$ cat src/rtl/pipe_ctrl_pkg.sv
// pipe_ctrl_pkg: shared definitions for the pipeline hazard controller.
//   - MIPS opcode constants used by the field decoder
//   - operand-forwarding select encodings driven on fwd_a / fwd_b
//   - slot_t: one entry of the shadow pipeline (EX, MEM, WB)
//   - slot_hit(): does a shadow slot produce a given register
package pipe_ctrl_pkg;

   localparam logic [5:0] OP_RTYPE = 6'b000000;
   localparam logic [5:0] OP_JAL   = 6'b000011;
   localparam logic [5:0] OP_BEQ   = 6'b000100;
   localparam logic [5:0] OP_BNE   = 6'b000101;
   localparam logic [5:0] OP_LW    = 6'b100011;
   localparam logic [5:0] OP_SW    = 6'b101011;
   // Upper opcode bits shared by the immediate ALU group (addi .. lui).
   localparam logic [2:0] OP_IMM_HI = 3'b001;

   localparam logic [1:0] FWD_RF    = 2'b00;
   localparam logic [1:0] FWD_EXMEM = 2'b01;
   localparam logic [1:0] FWD_MEMWB = 2'b10;

   typedef struct packed {
      logic       valid;
      logic [4:0] dest;
      logic       is_load;
   } slot_t;

   localparam slot_t SLOT_NONE = '{valid: 1'b0, dest: 5'd0, is_load: 1'b0};

   function automatic logic slot_hit(input slot_t s, input logic [4:0] r);
      return s.valid && (s.dest == r);
   endfunction

endpackage

$ cat src/rtl/pipe_dec.sv
// pipe_dec: purely combinational field decode of the instruction in ID.
// Ports:
//   ir         - 32-bit instruction word
//   dest       - destination register (rd, rt or 31 depending on class)
//   dest_valid - instruction writes a register other than $0
//   is_load    - instruction is LW (result only available after MEM)
//   use_rs     - instruction reads rs
//   use_rt     - instruction reads rt
module pipe_dec
   import pipe_ctrl_pkg::*;
(
   input  logic [31:0] ir,
   output logic [4:0]  dest,
   output logic        dest_valid,
   output logic        is_load,
   output logic        use_rs,
   output logic        use_rt
);

   logic [5:0] op;
   logic       has_dest;

   always_comb begin
      op       = ir[31:26];
      dest     = 5'd0;
      has_dest = 1'b0;
      is_load  = 1'b0;
      use_rs   = 1'b0;
      use_rt   = 1'b0;
      if (op == OP_RTYPE) begin
         dest     = ir[15:11];
         has_dest = 1'b1;
         use_rs   = 1'b1;
         use_rt   = 1'b1;
      end else if (op[5:3] == OP_IMM_HI) begin
         dest     = ir[20:16];
         has_dest = 1'b1;
         use_rs   = 1'b1;
      end else begin
         case (op)
            OP_LW: begin
               dest     = ir[20:16];
               has_dest = 1'b1;
               is_load  = 1'b1;
               use_rs   = 1'b1;
            end
            OP_JAL: begin
               dest     = 5'd31;
               has_dest = 1'b1;
            end
            OP_SW, OP_BEQ, OP_BNE: begin
               use_rs = 1'b1;
               use_rt = 1'b1;
            end
            default: ;
         endcase
      end
      // $0 is hard-wired, so writing it never creates a dependency.
      dest_valid = has_dest && (dest != 5'd0);
   end

   // rs/rt are extracted by the controller; low immediate bits carry no decode info.
   logic unused_ir_bits;
   assign unused_ir_bits = ^{ir[25:21], ir[10:0]};

endmodule

$ cat src/rtl/pipe_ctrl.sv
// pipe_ctrl: hazard detection, stall/flush control and operand forwarding
// select for a classic 5-stage MIPS pipeline.
// Optional feature: define PIPE_CTRL_FWD_EN to build in EX/MEM and MEM/WB
// forwarding (only load-use stalls remain). Without it fwd_a/fwd_b are tied
// to the register file and any dependency on EX or MEM stalls.
// Ports:
//   clk, rst     - clock; asynchronous active-high reset
//   id_ir        - instruction in ID;  id_valid - it is not a bubble
//   ex_cond      - branch/jump in EX is taken this cycle
//   pc_we        - PC write enable;     ifid_we - IF/ID write enable
//   idex_bubble  - load NOP into ID/EX; ifid_flush - clear IF/ID
//   fwd_a, fwd_b - EX operand select (00 RF, 01 EX/MEM ALUo, 10 MEM/WB)
module pipe_ctrl
   import pipe_ctrl_pkg::*;
(
   input  logic        clk,
   input  logic        rst,
   input  logic [31:0] id_ir,
   input  logic        id_valid,
   input  logic        ex_cond,
   output logic        pc_we,
   output logic        ifid_we,
   output logic        idex_bubble,
   output logic        ifid_flush,
   output logic [1:0]  fwd_a,
   output logic [1:0]  fwd_b
);

   logic [4:0] dec_dest;
   logic       dec_dest_valid;
   logic       dec_is_load;
   logic       dec_use_rs;
   logic       dec_use_rt;

   pipe_dec u_dec (
      .ir         (id_ir),
      .dest       (dec_dest),
      .dest_valid (dec_dest_valid),
      .is_load    (dec_is_load),
      .use_rs     (dec_use_rs),
      .use_rt     (dec_use_rt)
   );

   logic [4:0] rs;
   logic [4:0] rt;
   assign rs = id_ir[25:21];
   assign rt = id_ir[20:16];

   slot_t ex_q, ex_d, mem_q, mem_d, wb_q, wb_d;

   logic hz_ex_rs, hz_ex_rt, hz_mem_rs, hz_mem_rt;
   logic stall;
   logic enter;

   always_comb begin
      hz_ex_rs  = id_valid && dec_use_rs && slot_hit(ex_q, rs);
      hz_ex_rt  = id_valid && dec_use_rt && slot_hit(ex_q, rt);
      hz_mem_rs = id_valid && dec_use_rs && slot_hit(mem_q, rs);
      hz_mem_rt = id_valid && dec_use_rt && slot_hit(mem_q, rt);
`ifdef PIPE_CTRL_FWD_EN
      // Only a load in EX cannot be forwarded in time.
      stall = ex_q.is_load && (hz_ex_rs || hz_ex_rt);
`else
      stall = hz_ex_rs || hz_ex_rt || hz_mem_rs || hz_mem_rt;
`endif
      // A taken branch kills the ID instruction, so a coincident stall is moot.
      enter = id_valid && !stall && !ex_cond;
   end

   always_comb begin
      ex_d = SLOT_NONE;
      if (enter) begin
         ex_d = '{valid: dec_dest_valid, dest: dec_dest, is_load: dec_is_load};
      end
      mem_d = ex_q;
      wb_d  = mem_q;
   end

   // Outputs follow rst combinationally so the pipe is frozen during reset.
   always_comb begin
      pc_we       = 1'b1;
      ifid_we     = 1'b1;
      idex_bubble = 1'b0;
      ifid_flush  = 1'b0;
      if (rst) begin
         pc_we       = 1'b0;
         ifid_we     = 1'b0;
         idex_bubble = 1'b1;
      end else if (ex_cond) begin
         ifid_flush  = 1'b1;
         idex_bubble = 1'b1;
      end else if (stall) begin
         pc_we       = 1'b0;
         ifid_we     = 1'b0;
         idex_bubble = 1'b1;
      end
   end

   always_ff @(posedge clk or posedge rst) begin
      if (rst) begin
         ex_q  <= SLOT_NONE;
         mem_q <= SLOT_NONE;
         wb_q  <= SLOT_NONE;
      end else begin
         ex_q  <= ex_d;
         mem_q <= mem_d;
         wb_q  <= wb_d;
      end
   end

`ifdef PIPE_CTRL_FWD_EN
   logic [1:0] fwd_a_q, fwd_a_d, fwd_b_q, fwd_b_d;

   // Selects are captured as the ID instruction moves into EX: the current
   // EX producer then sits in EX/MEM and the MEM producer in MEM/WB. A WB
   // producer needs nothing since the register file is write-through.
   always_comb begin
      fwd_a_d = FWD_RF;
      fwd_b_d = FWD_RF;
      if (enter) begin
         if (hz_ex_rs)       fwd_a_d = FWD_EXMEM;
         else if (hz_mem_rs) fwd_a_d = FWD_MEMWB;
         if (hz_ex_rt)       fwd_b_d = FWD_EXMEM;
         else if (hz_mem_rt) fwd_b_d = FWD_MEMWB;
      end
   end

   always_ff @(posedge clk or posedge rst) begin
      if (rst) begin
         fwd_a_q <= FWD_RF;
         fwd_b_q <= FWD_RF;
      end else begin
         fwd_a_q <= fwd_a_d;
         fwd_b_q <= fwd_b_d;
      end
   end

   assign fwd_a = fwd_a_q;
   assign fwd_b = fwd_b_q;
`else
   assign fwd_a = FWD_RF;
   assign fwd_b = FWD_RF;
`endif

   // WB slot is tracked for completeness but never needs action.
   logic unused_slot_bits;
   assign unused_slot_bits = ^{wb_q, mem_q.is_load, ex_q.is_load};

endmodule

$ cat config.mk
export PLATFORM = sky130hd
export DESIGN_NAME = pipe_ctrl
export DESIGN_NICKNAME = d
export VERILOG_FILES = /design/src/rtl/pipe_ctrl_pkg.sv /design/src/rtl/pipe_dec.sv /design/src/rtl/pipe_ctrl.sv
export SDC_FILE = /design/constraint.sdc
export NUM_CORES = 1
export LEC_CHECK = 0
export ABC_AREA = 0
export CORE_UTILIZATION = 43
export CTS_BUF_LIST = sky130_fd_sc_hd__clkbuf_16
export DETAILED_ROUTE_END_ITERATION = 16
export PLACE_DENSITY = 0.85
export SLEW_MARGIN = 5
export SYNTH_ARGS = -nofsm -noshare
export SYNTH_HDL_FRONTEND = slang
export SYNTH_HIERARCHICAL = 1
export SYNTH_SLANG_ARGS = --single-unit
$ cat constraint.sdc
create_clock -name clk -period 5.2 [get_ports clk]
set_input_delay 1.3 -clock clk [delete_from_list [all_inputs] [get_ports clk]]
set_output_delay 1.3 -clock clk [all_outputs]
set_load 0.01 [all_outputs]
==> run summary, run 1 <==
Max Clk Rate -> 199 MHz
Yosys cell types -> 29
Grt ovf -> 0
Vias -> 784
Core footprint -> 0.00194 sq mm
Setup TNS -> 0 ns
Sequential fraction of the synthesis area -> 0.339
Main synth FF type -> dfrtp_1
Placed Cells incl. Taps -> 147
CP required -> 3.90 ns
Syn Inst Count -> 94
Final min period -> 5.03 ns
Die extent in x -> 47.4 um
Setup Viol. Count Final -> 0
RePlAce Congestion -> 0.799
WP data arrival -> 3.73 ns
Initial antenna violation count -> 0
Vias per std cell -> 5.23
Htree depth -> 1
NetSw -> 0.0620 mW
Routed Antenna Nets -> 0
Die area -> 0.00225 sq mm
Area delta synth->final -> 40.9%
Post-synth top cells -> xnor2_1 (20), dfrtp_1 (12), nand4_1 (9)
Layout cells sized above 1 -> 0.0813
Sw frac -> 0.214
Drt first pass iters -> 4
Ys async rst share -> 1.00
Worst setup EP type -> output port
Dpl hpwl -> 1650 um
First-pass GRT wire length -> 3190 um
CTS resizes -> 0
Die height -> 47.4 um
GR Util All Layers -> 0.214
Part of the power in combinational logic -> 0.193
Post-CTS Setup Repair Bufs -> 0
Clk pwr share -> 0.472
Avg Cell Area, Syn -> 9.44 sq um
Post-synth EDFFs -> 0
Worst Clk Skew -> 0.00319 ns
Synth top area cells -> dfrtp_1 (34%), xnor2_1 (20%), nand4_1 (6.3%)
CTS tree -> built
Yosys warning count -> 6
Largest net degree at the start of global routing -> 13
Worst-Skew Late Latency -> 0.24 ns
Crit share post-route -> 0.967
Clock Pin Slew Worst Setup and Hold Paths -> 0.04 ns
Worst vdd ir -> 0.204 mV
# diodes -> 0
Top-area cell type share of the netlist area -> 0.339
Max Slew Vio Count -> 0
Floorplan row count -> 16
TritonCTS Sinks -> 12
Critical path class -> in2out
Initial Util -> 0.457
CTS Buf Count -> 3
Min-delay worst type -> reg2reg
Maxcap violations -> 0
#FFs+latches synth -> 12
Internal power -> 0.228 mW
Worst Path Max Fanout -> 6
Number of hold buffers added after cts -> 0
Final wirelength -> 2060 um
Startpoint class of the critical path -> input port
1st-iter DRT viols -> 7
Power per cell area -> 232 mW/mm^2
Synth area leader -> dfrtp_1
Vias in the first global route -> 776
DRC viols -> 0
Routed wire per std cell -> 13.7 um
Post-Layout Cell Count -> 150
Max Root-Sink Buffers -> 2
Fraction of power consumed by sequential logic -> 0.335
Fillers -> 156
RSZ-0062 raised after global routing -> false
Status -> completed
Top-count cell post-synth -> xnor2_1
Hold Vio Cnt, Final -> 0
Port bufs -> 28
Layout Nets -> 161
Ports -> 44
Root buffer cell -> clkbuf_16
Pleak -> 0.482 nW
Area of the mapped netlist -> 887 sq um
==> cell usage in the layout (no fill, tap or decap) <==
cell type,instances
nand4_1,9
xnor2_1,20
o21ai_0,3
or4b_1,1
nand2b_1,1
o21bai_1,3
a211o_1,1
nor3_1,1
clkbuf_16,3
buf_4,1
a22o_1,3
dfrtp_1,12
a21oi_1,2
nor2_1,5
nand4bb_2,1
conb_1,4
clkdlybuf4s50_1,28
or3_1,1
nand2_1,4
and2_1,6
nor3b_1,1
or4_4,1
inv_1,2
a21oi_2,2
o22ai_1,2
nor4b_2,1
nor2b_1,1
nor2_4,1
or2_1,2
or4_1,1
==> flip-flops by register name, summed over array words and instances, names as in the netlist <==
signal  cells
mem_q       6
ex_q        6
==> worst paths after layout <==
check / start / endpoint / slack [ns] / depth (start not counted)
worst min-delay path: ex_q[6] / mem_q[6] / 0.40 / 0
worst min register to register: ex_q[6] / mem_q[6] / 0.40 / 0
max in group asynchronous: rst / mem_q[5] / 3.44 / 2
worst max register to register: ex_q[5] / ex_q[3] / 3.62 / 5
worst max-delay path: id_ir[29] / idex_bubble / 0.17 / 9
min in group asynchronous: rst / mem_q[1] / 1.45 / 2
==> worst max-delay path: stages <==
cell,delay [ns]
clkdlybuf4s50_1,0.50
or4_1,0.52
a21oi_2,0.20
a211o_1,0.16
nand4_1,0.08
o22ai_1,0.19
or2_1,0.15
or3_1,0.09
clkdlybuf4s50_1,0.52
==> metal layers <==
metal	global-route usage	part of all wire	up-vias
li1	-	-	387
met1	0.227	0.40	371
met2	0.403	0.55	22
met3	0.0453	0.031	4
met4	0.0914	0.018	0
met5	0	0	-
==> cells by family (layout without fill, tap and decap cells) <==
kind of cell	Yosys count	count (layout)	synth area share
AOI/OAI and AO/OA	16	16	0.123
xor gates and xnor gates	20	20	0.197
DFF	12	12	0.339
buffers and inverters	8	34	0.0635
other	1	4	0.00423
and+or+nand+nor	37	37	0.274
==> power by group through the flow <==
stage	combinational [mW]	sequential (mW)	clock [mW]
after floorplan	0.0275	0.0981	0
after global placement	0.0539	0.0983	0
after detailed placement	0.0553	0.0985	0
after CTS	0.0558	0.0972	0.141
after global routing	0.0606	0.0973	0.145
final	0.0558	0.0972	0.137
==> area by class of cell <==
cell class / instances / area (sq um) / area share
clock buffer: 3 / 75.1 / 0.0601
inverter: 2 / 7.51 / 0.00601
multi-input combinational: 77 / 546 / 0.436
sequential: 12 / 300 / 0.240
tap: 27 / 33.8 / 0.0270
timing repair buffer: 29 / 288 / 0.230
==> stage by stage <==
stage               hold WS, ns  utilization  power (mW)  worst slack (ns)  instance area [sq um]
floorplan                 0.375            -       0.126              1.11                    898
finish                    0.398        0.644       0.290             0.170                   1250
global route              0.422        0.644       0.303            0.0190                   1250
CTS                       0.400        0.642       0.294            0.0975                   1250
detailed placement        0.391        0.603       0.154             0.105                   1170
global placement          0.390        0.603       0.152             0.148                   1170
Note: power is estimated with default switching activity, not from simulation.
==> run 2, diff against run 1 <==
--- a/config.mk
+++ b/config.mk
@@ -6,10 +6,10 @@
 export NUM_CORES = 1
 export LEC_CHECK = 0
 export ABC_AREA = 0
-export CORE_UTILIZATION = 43
+export CORE_UTILIZATION = 39
 export CTS_BUF_LIST = sky130_fd_sc_hd__clkbuf_16
 export DETAILED_ROUTE_END_ITERATION = 16
-export PLACE_DENSITY = 0.85
+export PLACE_DENSITY = 0.78
 export SLEW_MARGIN = 5
 export SYNTH_ARGS = -nofsm -noshare
 export SYNTH_HDL_FRONTEND = slang
==> constraint.sdc (replaced) <==
create_clock -name clk -period 5.1 [get_ports clk]
set_input_delay 1.275 -clock clk [delete_from_list [all_inputs] [get_ports clk]]
set_output_delay 1.275 -clock clk [all_outputs]
set_load 0.01 [all_outputs]
==> run 2 against run 1 <==
  * Sequential share of layout area fell by 0.61 points
  * Sequential power rose by 2.2%
  * Worst hold slack improved by 0.045 ns
  * Cell area rose by 2.6%
  * Flip-flop and latch count did not move
  * Largest cell class unchanged
==> run summary, run 2 (synthesized netlist as in run 1, its figures left out) <==
NetSw -> 0.0679 mW (+9.4%)
Die height -> 49.7 um (+4.8%)
Area delta synth->final -> 44.6%
Min-delay worst type -> reg2reg
Power per cell area -> 236 mW/mm^2 (+1.7%)
Largest registers -> ex_q (6), mem_q (6)
1st-iter DRT viols -> 9 (+2)
Htree depth -> 1 (unchanged)
Worst vdd ir -> 0.201 mV (-1.6%)
Crit share post-route -> 0.967
Sw frac -> 0.225 (+0.0105)
Initial Util -> 0.434 (-0.0224)
Total power -> 0.302 mW (+4.3%)
CP required -> 3.83 ns (-0.07 ns)
Routed wire per std cell -> 13.6 um (-0.80%)
Startpoint class of the critical path -> input port
Vias -> 794 (+1.3%)
Layout cells sized above 1 -> 0.110 (+0.0289)
Initial antenna violation count -> 0 (unchanged)
Die area -> 0.00247 sq mm (+9.8%)
Final wirelength -> 2100 um (+1.8%)
Worst-Skew Late Latency -> 0.24 ns (about the same)
RePlAce Congestion -> 0.782 (-2.1%)
Pleak -> 0.499 nW (+3.7%)
DRC viols -> 0 (unchanged)
Slew @ Worst Pin -> 0.506 ns
Maxcap violations -> 0 (unchanged)
Clk pwr share -> 0.479 (+0.007)
Max Slew Vio Count -> 0 (unchanged)
# diodes -> 0 (unchanged)
Routed Antenna Nets -> 0 (unchanged)
Largest net degree at the start of global routing -> 13 (unchanged)
Grt ovf -> 0 (unchanged)
Launch point of the worst reg-to-reg path -> mem_q[2]
Crit-path max cell delay -> 0.51 ns (about the same)
CTS tree -> built
Hold Vio Cnt, Final -> 0 (unchanged)
GR Util All Layers -> 0.187 (-0.0265)
Critical path origin -> id_ir[26]
Most common cell after layout, fill and taps aside -> clkdlybuf4s50_1
Port bufs -> 28 (unchanged)
Core footprint -> 0.00204 sq mm (+5.2%)
Internal power -> 0.234 mW (+2.9%)
Drt first pass iters -> 4 (unchanged)
Worst reg-to-reg setup slack -> 3.49 ns (-0.13 ns)
Most frequent CP cell -> clkdlybuf4s50_1
Dpl hpwl -> 1620 um (-1.6%)
Vias in the first global route -> 756 (-2.6%)
Max Clk Rate -> 203 MHz
Clock Pin Slew Worst Setup and Hold Paths -> 0.05 ns (about the same)
Critical Path Sink -> idex_bubble
Ports -> 44 (unchanged)
Worst Path Max Fanout -> 3 (-3)
Root buffer cell -> clkbuf_16
CTS Buf Count -> 3 (unchanged)
Critical path class -> in2out
Die extent in x -> 49.7 um (+4.8%)
Worst setup EP type -> output port
Setup TNS -> 0 ns (unchanged)
Max Root-Sink Buffers -> 2 (unchanged)
Worst R2R End -> ex_q[6]
TritonCTS Sinks -> 12 (unchanged)
Status -> completed
R2R depth -> 6 (+1)
Part of the power in combinational logic -> 0.192 (about the same)
Floorplan row count -> 16 (unchanged)
Number of hold buffers added after cts -> 0 (unchanged)
Vias per std cell -> 5.16 (-1.4%)
Worst Clk Skew -> 0.00239 ns (-0.000799 ns)
Post-CTS Setup Repair Bufs -> 0 (unchanged)
WHS -> 0.442 ns (+0.0447 ns)
Most frequent cells in the layout -> clkdlybuf4s50_1 (28), xnor2_1 (20), dfrtp_1 (12), nand4_1 (9), and2_1 (6)
WP data arrival -> 3.66 ns (-0.07 ns)
Fraction of power consumed by sequential logic -> 0.328 (-0.007)
First-pass GRT wire length -> 3470 um (+8.6%)
RSZ-0062 raised after global routing -> false
Slew headroom -> 0.662
Final min period -> 4.93 ns
Setup Viol. Count Final -> 0 (unchanged)
CP cell instances -> clkdlybuf4s50_1, nor2b_1, or4_1, a21oi_2, a211o_1, nand4_1, o22ai_2, or2_1, or3_1, clkdlybuf4s50_1
Layout Nets -> 164 (+1.9%)
Critical-path top delay cell -> clkdlybuf4s50_1
[run 2: changes by cell type in the layout (fill, tap and decap cells not counted), sizes merged]
cell    before  now
buf          1    4
clkinv       0    1
[run 2: through the flow]
stage	setup slack [ns]	util	instances	area (sq um)
final	0.170	0.628	154	1280
after global routing	0.0470	0.628	154	1280
after CTS	0.112	0.623	154	1270
after detailed placement	0.136	0.585	150	1190
after global placement	0.157	0.585	150	1190
after floorplan	1.06	-	97	898
[run 2: cell type report]
cell class | count | area [sq um]
clock buffer | 3 | 75.1
multi-input combinational | 77 | 552
clock inverter | 1 | 3.75
fill | 175 | 759
sequential | 12 | 300
timing repair buffer | 32 | 310
inverter | 2 | 7.51
tap | 27 | 33.8
[run 2: layer usage]
metal,global-route usage,wire length [um],vias to the layer above
met3,0.0401,108,6
met1,0.220,886,369
met2,0.318,1050,28
met5,0,0,-
met4,0.0952,55,0
li1,-,-,391
[run 2: worst max-delay path, delay by kind of cell]
family / cells / cell delay, ns
buffers and inverters: 2 / 0.99
AND/OR/NAND/NOR: 5 / 0.96
AO/OA/AOI/OAI: 3 / 0.44
[run 2: worst min path at each step]
stage	to	cells after the start	startpoint
final	mem_q[3]	0	ex_q[3]
after global placement	mem_q[6]	0	ex_q[6]
after CTS	mem_q[3]	0	ex_q[3]
after global routing	mem_q[3]	0	ex_q[3]
after detailed placement	mem_q[6]	0	ex_q[6]
after floorplan	mem_q[6]	0	ex_q[6]
[run 2: repair_timing]
action,4_1_cts,5_1_grt
hold endpoints to repair,0,0
gates resized for setup,0,2
setup endpoints to repair,0,1
[run 2: power groups by stage]
stage | Clock [mW] | Combinational [mW] | Sequential, mW
6_report | 0.145 | 0.0581 | 0.0993
5_1_grt | 0.151 | 0.0631 | 0.0993
4_1_cts | 0.146 | 0.0580 | 0.0993
3_5_place_dp | 0 | 0.0572 | 0.100
3_3_place_gp | 0 | 0.0562 | 0.100
2_1_floorplan | 0 | 0.0280 | 0.100
==> run 3, diff against run 2 <==
==> constraint.sdc (replaced) <==
create_clock -name clk -period 4.65 [get_ports clk]
set_input_delay 1.1625 -clock clk [delete_from_list [all_inputs] [get_ports clk]]
set_output_delay 1.1625 -clock clk [all_outputs]
set_load 0.01 [all_outputs]
==> run 3 against run 2 <==
  * Count of clock-buffer cells in the layout stayed put
  * Core utilization rose by 2.0 points
  * Cell count up 3.2%
  * Critical path type unchanged
  * Cell area is 3.2% higher
  * Non-clock buffer count grew 5
  * Clock skew decreased by 0.0012 ns
  * Worst hold slack lost 0.016 ns
  * Global-route usage is essentially flat
  * Sequential share of layout area shrank 0.73 points
  * First-iteration DRC count rose by 22%
  * Die area unchanged
  * Largest cell class unchanged
  * Clock power up 9%
  * Highest routed layer unchanged
==> run summary, run 3 (synthesized netlist as in run 1, its figures left out) <==
Post-CTS Setup Repair Bufs -> 0 (unchanged)
Largest registers -> ex_q (6), mem_q (6)
TritonCTS Sinks -> 12 (unchanged)
Dpl hpwl -> 1640 um (+1.2%)
Max Root-Sink Buffers -> 2 (unchanged)
Drt first pass iters -> 4 (unchanged)
Clk pwr share -> 0.474 (-0.005)
# diodes -> 0 (unchanged)
Area delta synth->final -> 49.2%
Fillers -> 171 (-2.3%)
Final wirelength -> 2070 um (-1.4%)
First-pass GRT wire length -> 3420 um (-1.4%)
Most common cell after layout, fill and taps aside -> clkdlybuf4s50_1
Worst vdd ir -> 0.213 mV (+6.1%)
Floorplan row count -> 16 (unchanged)
RePlAce Congestion -> 0.763 (-2.4%)
Hold Vio Cnt, Final -> 0 (unchanged)
WHS Endpoint -> mem_q[6]
Worst setup EP type -> output port
Max Slew Vio Count -> 0 (unchanged)
Part of the power in combinational logic -> 0.198 (+0.006)
Power per cell area -> 251 mW/mm^2 (+6.6%)
Fraction of power consumed by sequential logic -> 0.327 (about the same)
Routed wire per std cell -> 13.0 um (-4.5%)
Vias -> 831 (+4.7%)
Routed Antenna Nets -> 0 (unchanged)
Setup Viol. Count Final -> 0 (unchanged)
Ports -> 44 (unchanged)
Launch point of the worst reg-to-reg path -> mem_q[5]
DRC viols -> 0 (unchanged)
Register area -> 300 sq um (unchanged)
Worst reg-to-reg setup slack -> 3.09 ns (-0.40 ns)
CTS tree -> built
Pleak -> 0.541 nW (+8.3%)
Die extent in x -> 49.7 um (unchanged)
Min-delay src -> ex_q[6]
Maxcap violations -> 0 (unchanged)
Clock Pin Slew Worst Setup and Hold Paths -> 0.04 ns (about the same)
Cells on Worst Hold Path -> 0 (unchanged)
NetSw -> 0.0738 mW (+8.6%)
Layout cells sized above 1 -> 0.144 (+0.0337)
Root buffer cell -> clkbuf_16
CTS Buf Count -> 3 (unchanged)
Crit share post-route -> 0.956
Min-delay worst type -> reg2reg
Startpoint class of the critical path -> input port
Min setup slack post-route -> 0.202 ns (+0.0326 ns)
Total power -> 0.332 mW (+10%)
Worst R2R End -> ex_q[4]
CP required -> 3.49 ns (-0.34 ns)
Vias in the first global route -> 788 (+4.2%)
1st-iter DRT viols -> 11 (+2)
WP data arrival -> 3.29 ns (-0.37 ns)
RSZ-0062 raised after global routing -> false
Core footprint -> 0.00204 sq mm (unchanged)
Layout Nets -> 169 (+3.0%)
Most frequent cells in the layout -> clkdlybuf4s50_1 (25), xnor2_1 (20), dfrtp_1 (12), nand4_1 (9), buf_4 (9)
Number of hold buffers added after cts -> 0 (unchanged)
Worst Clk Skew -> 0.00117 ns (-0.00122 ns)
Final min period -> 4.45 ns
Fin util -> 0.648 (+0.0202)
Max Clk Rate -> 225 MHz
Initial antenna violation count -> 0 (unchanged)
GR Util All Layers -> 0.188 (+0.000406)
Worst Path Max Fanout -> 2 (-1)
R2R depth -> 6 (unchanged)
Die area -> 0.00247 sq mm (unchanged)
Initial Util -> 0.434 (unchanged)
Vias per std cell -> 5.23 (+1.4%)
Dpl ws -> -0.0345 ns (-0.170 ns)
Grt ovf -> 0 (unchanged)
Post-Layout Cell Count -> 159 (+3.2%)
Htree depth -> 1 (unchanged)
Largest net degree at the start of global routing -> 13 (unchanged)
Placed Cells incl. Taps -> 155 (+3.3%)
Die height -> 49.7 um (unchanged)
Critical path class -> in2out
Status -> completed
Port bufs -> 28 (unchanged)
Internal power -> 0.259 mW (+10%)
Setup TNS -> 0 ns (unchanged)
Area occupied by multi-input gates -> 552 sq um (unchanged)
Sw frac -> 0.222 (-0.00279)
Worst-Skew Late Latency -> 0.24 ns (about the same)
-- run 3: changes by cell type in the layout (fill, tap and decap cells not counted), sizes merged --
cell,delta
buf,+5
clkdlybuf4s50,-3
dlymetal6s2s,+2
dlygate4sd2,+1
-- run 3: how the worst max path moves through the flow --
stage	from	end	slack, ns	cells past startpoint
floorplan	id_ir[31]	pc_we	0.83	8
global placement	id_ir[26]	idex_bubble	-0.03	10
detailed placement	id_ir[26]	idex_bubble	-0.03	10
CTS	id_ir[26]	ifid_we	0.02	11
global route	id_ir[26]	idex_bubble	0.06	10
finish	id_ir[26]	idex_bubble	0.20	11
-- run 3: power by group through the flow --
| stage | clock network (mW) | logic [mW] | registers, mW |
|---|---|---|---|
| after floorplan | 0 | 0.0308 | 0.110 |
| after global placement | 0 | 0.0645 | 0.110 |
| after detailed placement | 0 | 0.0657 | 0.110 |
| after CTS | 0.162 | 0.0664 | 0.109 |
| after global routing | 0.167 | 0.0718 | 0.109 |
| final | 0.158 | 0.0660 | 0.109 |
-- run 3: repair_timing --
| item | CTS | global route |
|---|---|---|
| setup endpoints to repair | 1 | 2 |
| gates cloned | 0 | 0 |
| resized for setup | 3 | 2 |
| pin swaps | 0 | 0 |
-- run 3: per-layer routing --
layer | global-route usage | vias up | part of all wire
met2 | 0.313 | 31 | 0.49
met3 | 0.0463 | 4 | 0.052
li1 | - | 402 | -
met4 | 0.100 | 0 | 0.014
met5 | 0 | - | 0
met1 | 0.219 | 394 | 0.44
-- run 3: area by class of cell --
type	count	share of cell area
Timing Repair Buffer	37	0.266
Sequential cell	12	0.227
Inverter	2	0.00567
Multi-Input combinational cell	77	0.417
Clock buffer	3	0.0567
Tap cell	27	0.0255
Clock inverter	1	0.00284
-- run 3: worst max-delay path, stage by stage --
cell	delay [ns]
clkdlybuf4s50_1	0.41
nor2b_1	0.14
buf_4	0.12
nand4_1	0.10
a21oi_2	0.07
a211o_1	0.29
nand4_1	0.09
o22ai_2	0.08
or2_1	0.24
or3_1	0.29
dlygate4sd2_1	0.28
-- run 3: per-stage QoR --
step                cell area (sq um)  hold WS, ns
finish                           1320        0.427
global route                     1320        0.421
CTS                              1320        0.417
detailed placement               1230        0.406
global placement                 1230        0.396
floorplan                         898        0.375
